==> config.mk <==
export PLATFORM = sky130hd
export DESIGN_NAME = pmux_pipe
export DESIGN_NICKNAME = d
export VERILOG_FILES = /design/src/rtl/pmux_pipe.sv
export SDC_FILE = /design/constraint.sdc
export NUM_CORES = 1
export LEC_CHECK = 0
export BUFFER_PORTS_ARGS = -buffer_cell sky130_fd_sc_hd__buf_2
export CAP_MARGIN = 10
export CORE_ASPECT_RATIO = 0.75
export CORE_MARGIN = 2
export CORE_UTILIZATION = 45
export DETAILED_ROUTE_END_ITERATION = 6
export PLACE_DENSITY_LB_ADDON = 0.12
export SLEW_MARGIN = 30
export SYNTH_ARGS = -nofsm -noshare
export SYNTH_HDL_FRONTEND = slang
export SYNTH_SLANG_ARGS = --single-unit
==> constraint.sdc <==
create_clock -name clk -period 2 [get_ports clk]
set_clock_uncertainty 0.15 [all_clocks]
set_input_delay 0.3 -clock clk [delete_from_list [all_inputs] [get_ports clk]]
set_output_delay 0.3 -clock clk [all_outputs]
set_load 0.005 [all_outputs]
==> src/rtl/pmux_pipe.sv <==
// pmux_pipe: registered one-hot parallel mux with a valid/ready output stage.
//   Selects channel i of b when s has exactly bit i set. Falls back to a when s is
//   zero or multi-hot. Accepted multi-hot selects are counted in a saturating
//   counter.
// Optional build macro: PMUX_PIPE_PRIORITY_EN. When it is defined, a multi-hot s
//   selects the lowest-index set bit instead of a. Such accepts are still counted.
// Ports:
//   clk, rst          clock, synchronous active-high reset
//   a                 default data (W)
//   b                 packed channels, channel i = b[i*W +: W] (N*W)
//   s                 select, expected one-hot or zero (N)
//   in_valid/in_ready input handshake; in_ready is combinational
//   out/out_valid     registered result and its valid flag
//   out_ready         downstream accepts out
//   sel_idx           registered channel index; N means a was used
//   err_cnt           saturating count of accepted multi-hot selects
module pmux_pipe #(
   parameter int unsigned W     = 4,
   parameter int unsigned N     = 3,
   parameter int unsigned CNT_W = 8
) (
   input  logic                     clk,
   input  logic                     rst,
   input  logic [W-1:0]             a,
   input  logic [N*W-1:0]           b,
   input  logic [N-1:0]             s,
   input  logic                     in_valid,
   output logic                     in_ready,
   output logic [W-1:0]             out,
   output logic                     out_valid,
   input  logic                     out_ready,
   output logic [$clog2(N+1)-1:0]   sel_idx,
   output logic [CNT_W-1:0]         err_cnt
);

   localparam int unsigned IDX_W = $clog2(N+1);

   logic [W-1:0]     out_q, out_d;
   logic             out_valid_q, out_valid_d;
   logic [IDX_W-1:0] sel_idx_q, sel_idx_d;
   logic [CNT_W-1:0] err_cnt_q, err_cnt_d;

   logic [IDX_W-1:0] low_idx;
   logic [W-1:0]     low_dat;
   logic [IDX_W-1:0] res_idx;
   logic [W-1:0]     res_dat;
   logic             multi_hot;
   logic             accept;
   logic             emit;

   // Lowest set bit of s. With no bit set, this is the default input and index N.
   always_comb begin
      low_idx = IDX_W'(N);
      low_dat = a;
      for (int i = int'(N) - 1; i >= 0; i--) begin
         if (s[i]) begin
            low_idx = IDX_W'(i);
            low_dat = b[i*W +: W];
         end
      end
   end

   // Clearing the lowest set bit leaves a nonzero value only when two or more bits are set.
   assign multi_hot = |(s & (s - N'(1)));

   // Resolve the result when the select is multi-hot.
   always_comb begin
      res_idx = low_idx;
      res_dat = low_dat;
`ifdef PMUX_PIPE_PRIORITY_EN
      // Lowest-index channel wins; the illegal select is still counted below.
`else
      if (multi_hot) begin
         res_idx = IDX_W'(N);
         res_dat = a;
      end
`endif
   end

   // in_ready does not depend on in_valid.
   assign in_ready = !out_valid_q || out_ready;
   assign accept   = in_valid && in_ready;
   assign emit     = out_valid_q && out_ready;

   // Next state of the output register and of the error counter.
   always_comb begin
      out_d       = out_q;
      out_valid_d = out_valid_q;
      sel_idx_d   = sel_idx_q;
      err_cnt_d   = err_cnt_q;
      if (accept) begin
         out_d       = res_dat;
         sel_idx_d   = res_idx;
         out_valid_d = 1'b1;
      end else if (emit) begin
         out_valid_d = 1'b0;
      end
      if (accept && multi_hot && (err_cnt_q != {CNT_W{1'b1}})) begin
         err_cnt_d = err_cnt_q + CNT_W'(1);
      end
   end

   always_ff @(posedge clk) begin
      if (rst) begin
         out_q       <= '0;
         out_valid_q <= 1'b0;
         sel_idx_q   <= '0;
         err_cnt_q   <= '0;
      end else begin
         out_q       <= out_d;
         out_valid_q <= out_valid_d;
         sel_idx_q   <= sel_idx_d;
         err_cnt_q   <= err_cnt_d;
      end
   end

   assign out       = out_q;
   assign out_valid = out_valid_q;
   assign sel_idx   = sel_idx_q;
   assign err_cnt   = err_cnt_q;

endmodule
==> results by group <==
Status
  – Status: completed

Floorplan
  – Die area: 2230 µm²
  – Core Box Area: 1740 µm²
  – Die Width: 53.8 µm
  – Starting Density: 48.2%
  – Io pins: 39
  – Num rows: 13
  – Die Span Y: 41.4 µm

Route
  – DR WL/cell: 13.0 µm
  – DRT iter0 DRCs: 19
  – Antenna viol nets, final: 0
  – Final wirelength: 2020 µm
  – Routed via count: 865
  – Final routed DRC violation total: 0
  – Routed vias/inst: 5.58
  – Drt pass-1 iters: 4

Global route
  – GRT Overall Usage: 20.5%
  – GRT overflow: 0
  – Initial antenna violation count: 0
  – Largest net degree at the start of global routing: 14
  – Vias in the first global route: 703
  – Global-route wire length before repair: 3120 µm

Worst setup path
  – WS Path Type: flip-flop to flip-flop
  – Critical path required time: 2.04 ns
  – Worst Path Buf+Inv: 0
  – Max FO, Critical Path: 6
  – R2R setup slack: 0.25 ns
  – Crit path capture type: flip-flop
  – Crit-path cells: ha_1, nand4_4, or4b_1, o211a_1
  – Worst path arrival time: 1.78 ns
  – CP max stage delay: 0.52 ns
  – Cell count along the critical path: 4
  – Slowest CP cell: or4b_1
  – Delay-heaviest family, CP: simple AND/OR/NAND/NOR gates
  – Critical path startpoint category: flip-flop
  – Worst-case reg-to-reg path depth: 4

Yosys
  – Mapped Nets: 119
  – Synth warn: 0
  – Mean area per synthesized cell: 8.82 µm²
  – Asr flop ratio synth: 0%
  – Sequential element share of the synthesized area: 35.8%
  – Mapped Area: 838 µm²
  – Post-synthesis cell type count: 39
  – EDFF count, synth: 0
  – Synth Register Bits: 15
  – Synthesized instance count: 95
  – Main synth FF type: dfxtp_1

Cells and area
  – Fraction of layout cells with a size suffix above 1: 35.3%
  – Antenna diodes: 0
  – Final instance area: 1060 µm²
  – Filler Cell Count: 176
  – Non-Filler Instances: 155
  – Final core area utilization: 61.0%
  – P&R area growth vs syn: 26.7%
  – Multi-input gate area: 490 µm²
  – Nets: 158
  – Storage cell area: 300 µm²

Place
  – Port Buffers: 38
  – Dpl cells: 151
  – Final GP Congestion: 0.798
  – HPWL Detailed: 1530 µm
  – Setup WS pre-CTS: 0.171 ns
  – Post-DP Area: 1030 µm²

Power
  – Pwr Density: 573 nW/µm²
  – P_leak: 0.461 nW
  – Max IR drop VDD: 0.000445 V

STA
  – Slew Limit Fails: 0
  – RSZ-0062 raised after global routing: false
  – Slew @ Worst Pin: 0.390 ns
  – Final WS setup: 0.254 ns
  – Final hold viol count: 0
  – Final period utilization: 87.3%
  – Final number of setup-violating endpoints: 0
  – Setup TNS: 0 ns
  – Slew margin rel.: 74.0%
  – Final min period: 1.75 ns
  – Fmax: 573 MHz

Clock tree
  – H-tree Lvls: 1
  – Number of setup buffers added after CTS: 0
  – Clock root cell: clkbuf_4
  – # hold bufs at CTS: 0
  – Post-CTS sizing: 0
  – Clock slew at reported path FFs: 0.09 ns
  – CTS tree: built
  – Clock latency on the worst-skew pair: 0.29 ns
  – CTS Buffer Depth: 2
  – Cts bufs inserted: 3
  – CTS sink cnt: 15

Run
  – MaxCap Viol Count: 0

Worst hold path
  – HP Class: primary input to flip-flop
  – Hold path cells: 2
[flip-flops by register name, indices dropped and copies added (netlist names)]
register and cells:
out 4, sel_idx 2, err_cnt 8, out_valid 1
[cell usage in the layout (no fill, tap or decap), types with 2 or more instances in the layout]
master	synthesis	layout
o31ai_1	2	2
nor2_1	4	4
inv_1	4	4
clkbuf_4	0	3
buf_2	2	38
a311oi_1	2	2
and2_1	2	2
nand3b_1	8	8
nand4_1	2	2
nor3b_1	2	2
dfxtp_1	15	15
nand2_1	4	4
o21ai_0	5	5
a221oi_1	4	4
a21oi_1	13	13
[cell families after synthesis]
kind of cell	count (synthesis)	share of synthesized area (%)
mux	2	2.54
compound gates	32	24.8
buf+inv	10	5.67
xor+xnor	2	2.09
fa+ha+maj	2	3.13
flops	15	35.8
simple gates	32	26.0
[stage by stage]
stage | total power [W] | hold WS [ns]
finish | 0.000609 | 0.139
global route | 0.000649 | 0.127
CTS | 0.000617 | 0.130
detailed placement | 0.000439 | 0.343
global placement | 0.000437 | 0.322
floorplan | 0.000393 | 0.279
[final timing paths]
path | start | endpoint
max | err_cnt[0] | err_cnt[6]
min | rst | sel_idx[0]
max reg2reg | err_cnt[0] | err_cnt[6]
min reg2reg | err_cnt[1] | err_cnt[1]
[layout make-up]
class	instances	area share, %
multi-input combinational	70	46.2
sequential	15	28.3
timing repair buffer	39	18.6
tap	22	2.59
clock buffer	3	2.12
inverter	5	1.77
clock inverter	1	0.471
[metal layers]
| layer | vias up | part of all wire [%] | wire, µm | GRT usage (%) |
|---|---|---|---|---|
| met4 | 0 | 1.1 | 22 | 8.33 |
| met5 | - | 0 | 0 | 0 |
| met2 | 27 | 41 | 836 | 30.2 |
| met3 | 4 | 7.1 | 143 | 7.50 |
| li1 | 441 | - | - | - |
| met1 | 393 | 50 | 1020 | 27.2 |
[power breakdown]
part / internal (W) / total [W] / switching (W)
Combinational: 0.0000541 / 0.000112 / 0.0000580
Clock: 0.0000744 / 0.000176 / 0.000102
Sequential: 0.000313 / 0.000320 / 0.00000743
Total: 0.000442 / 0.000609 / 0.000167
[synth_stat cells (all sizes together) (2+ instances only)]
cell type | n | share of area (%)
a221oi | 4 | 4.2
and2 | 2 | 1.5
dfxtp | 15 | 36
nor2 | 4 | 1.8
nand3b | 8 | 7.2
clkbuf | 2 | 0.90
a311oi | 2 | 2.1
a21oi | 13 | 7.8
and4 | 2 | 2.4
nor3b | 2 | 1.8
inv | 4 | 1.8
nand4 | 3 | 4.0
nand2 | 4 | 1.8
o21ai | 5 | 3.0
buf | 3 | 2.5
o31ai | 2 | 1.8
Note: power is estimated with default switching activity, not from simulation.
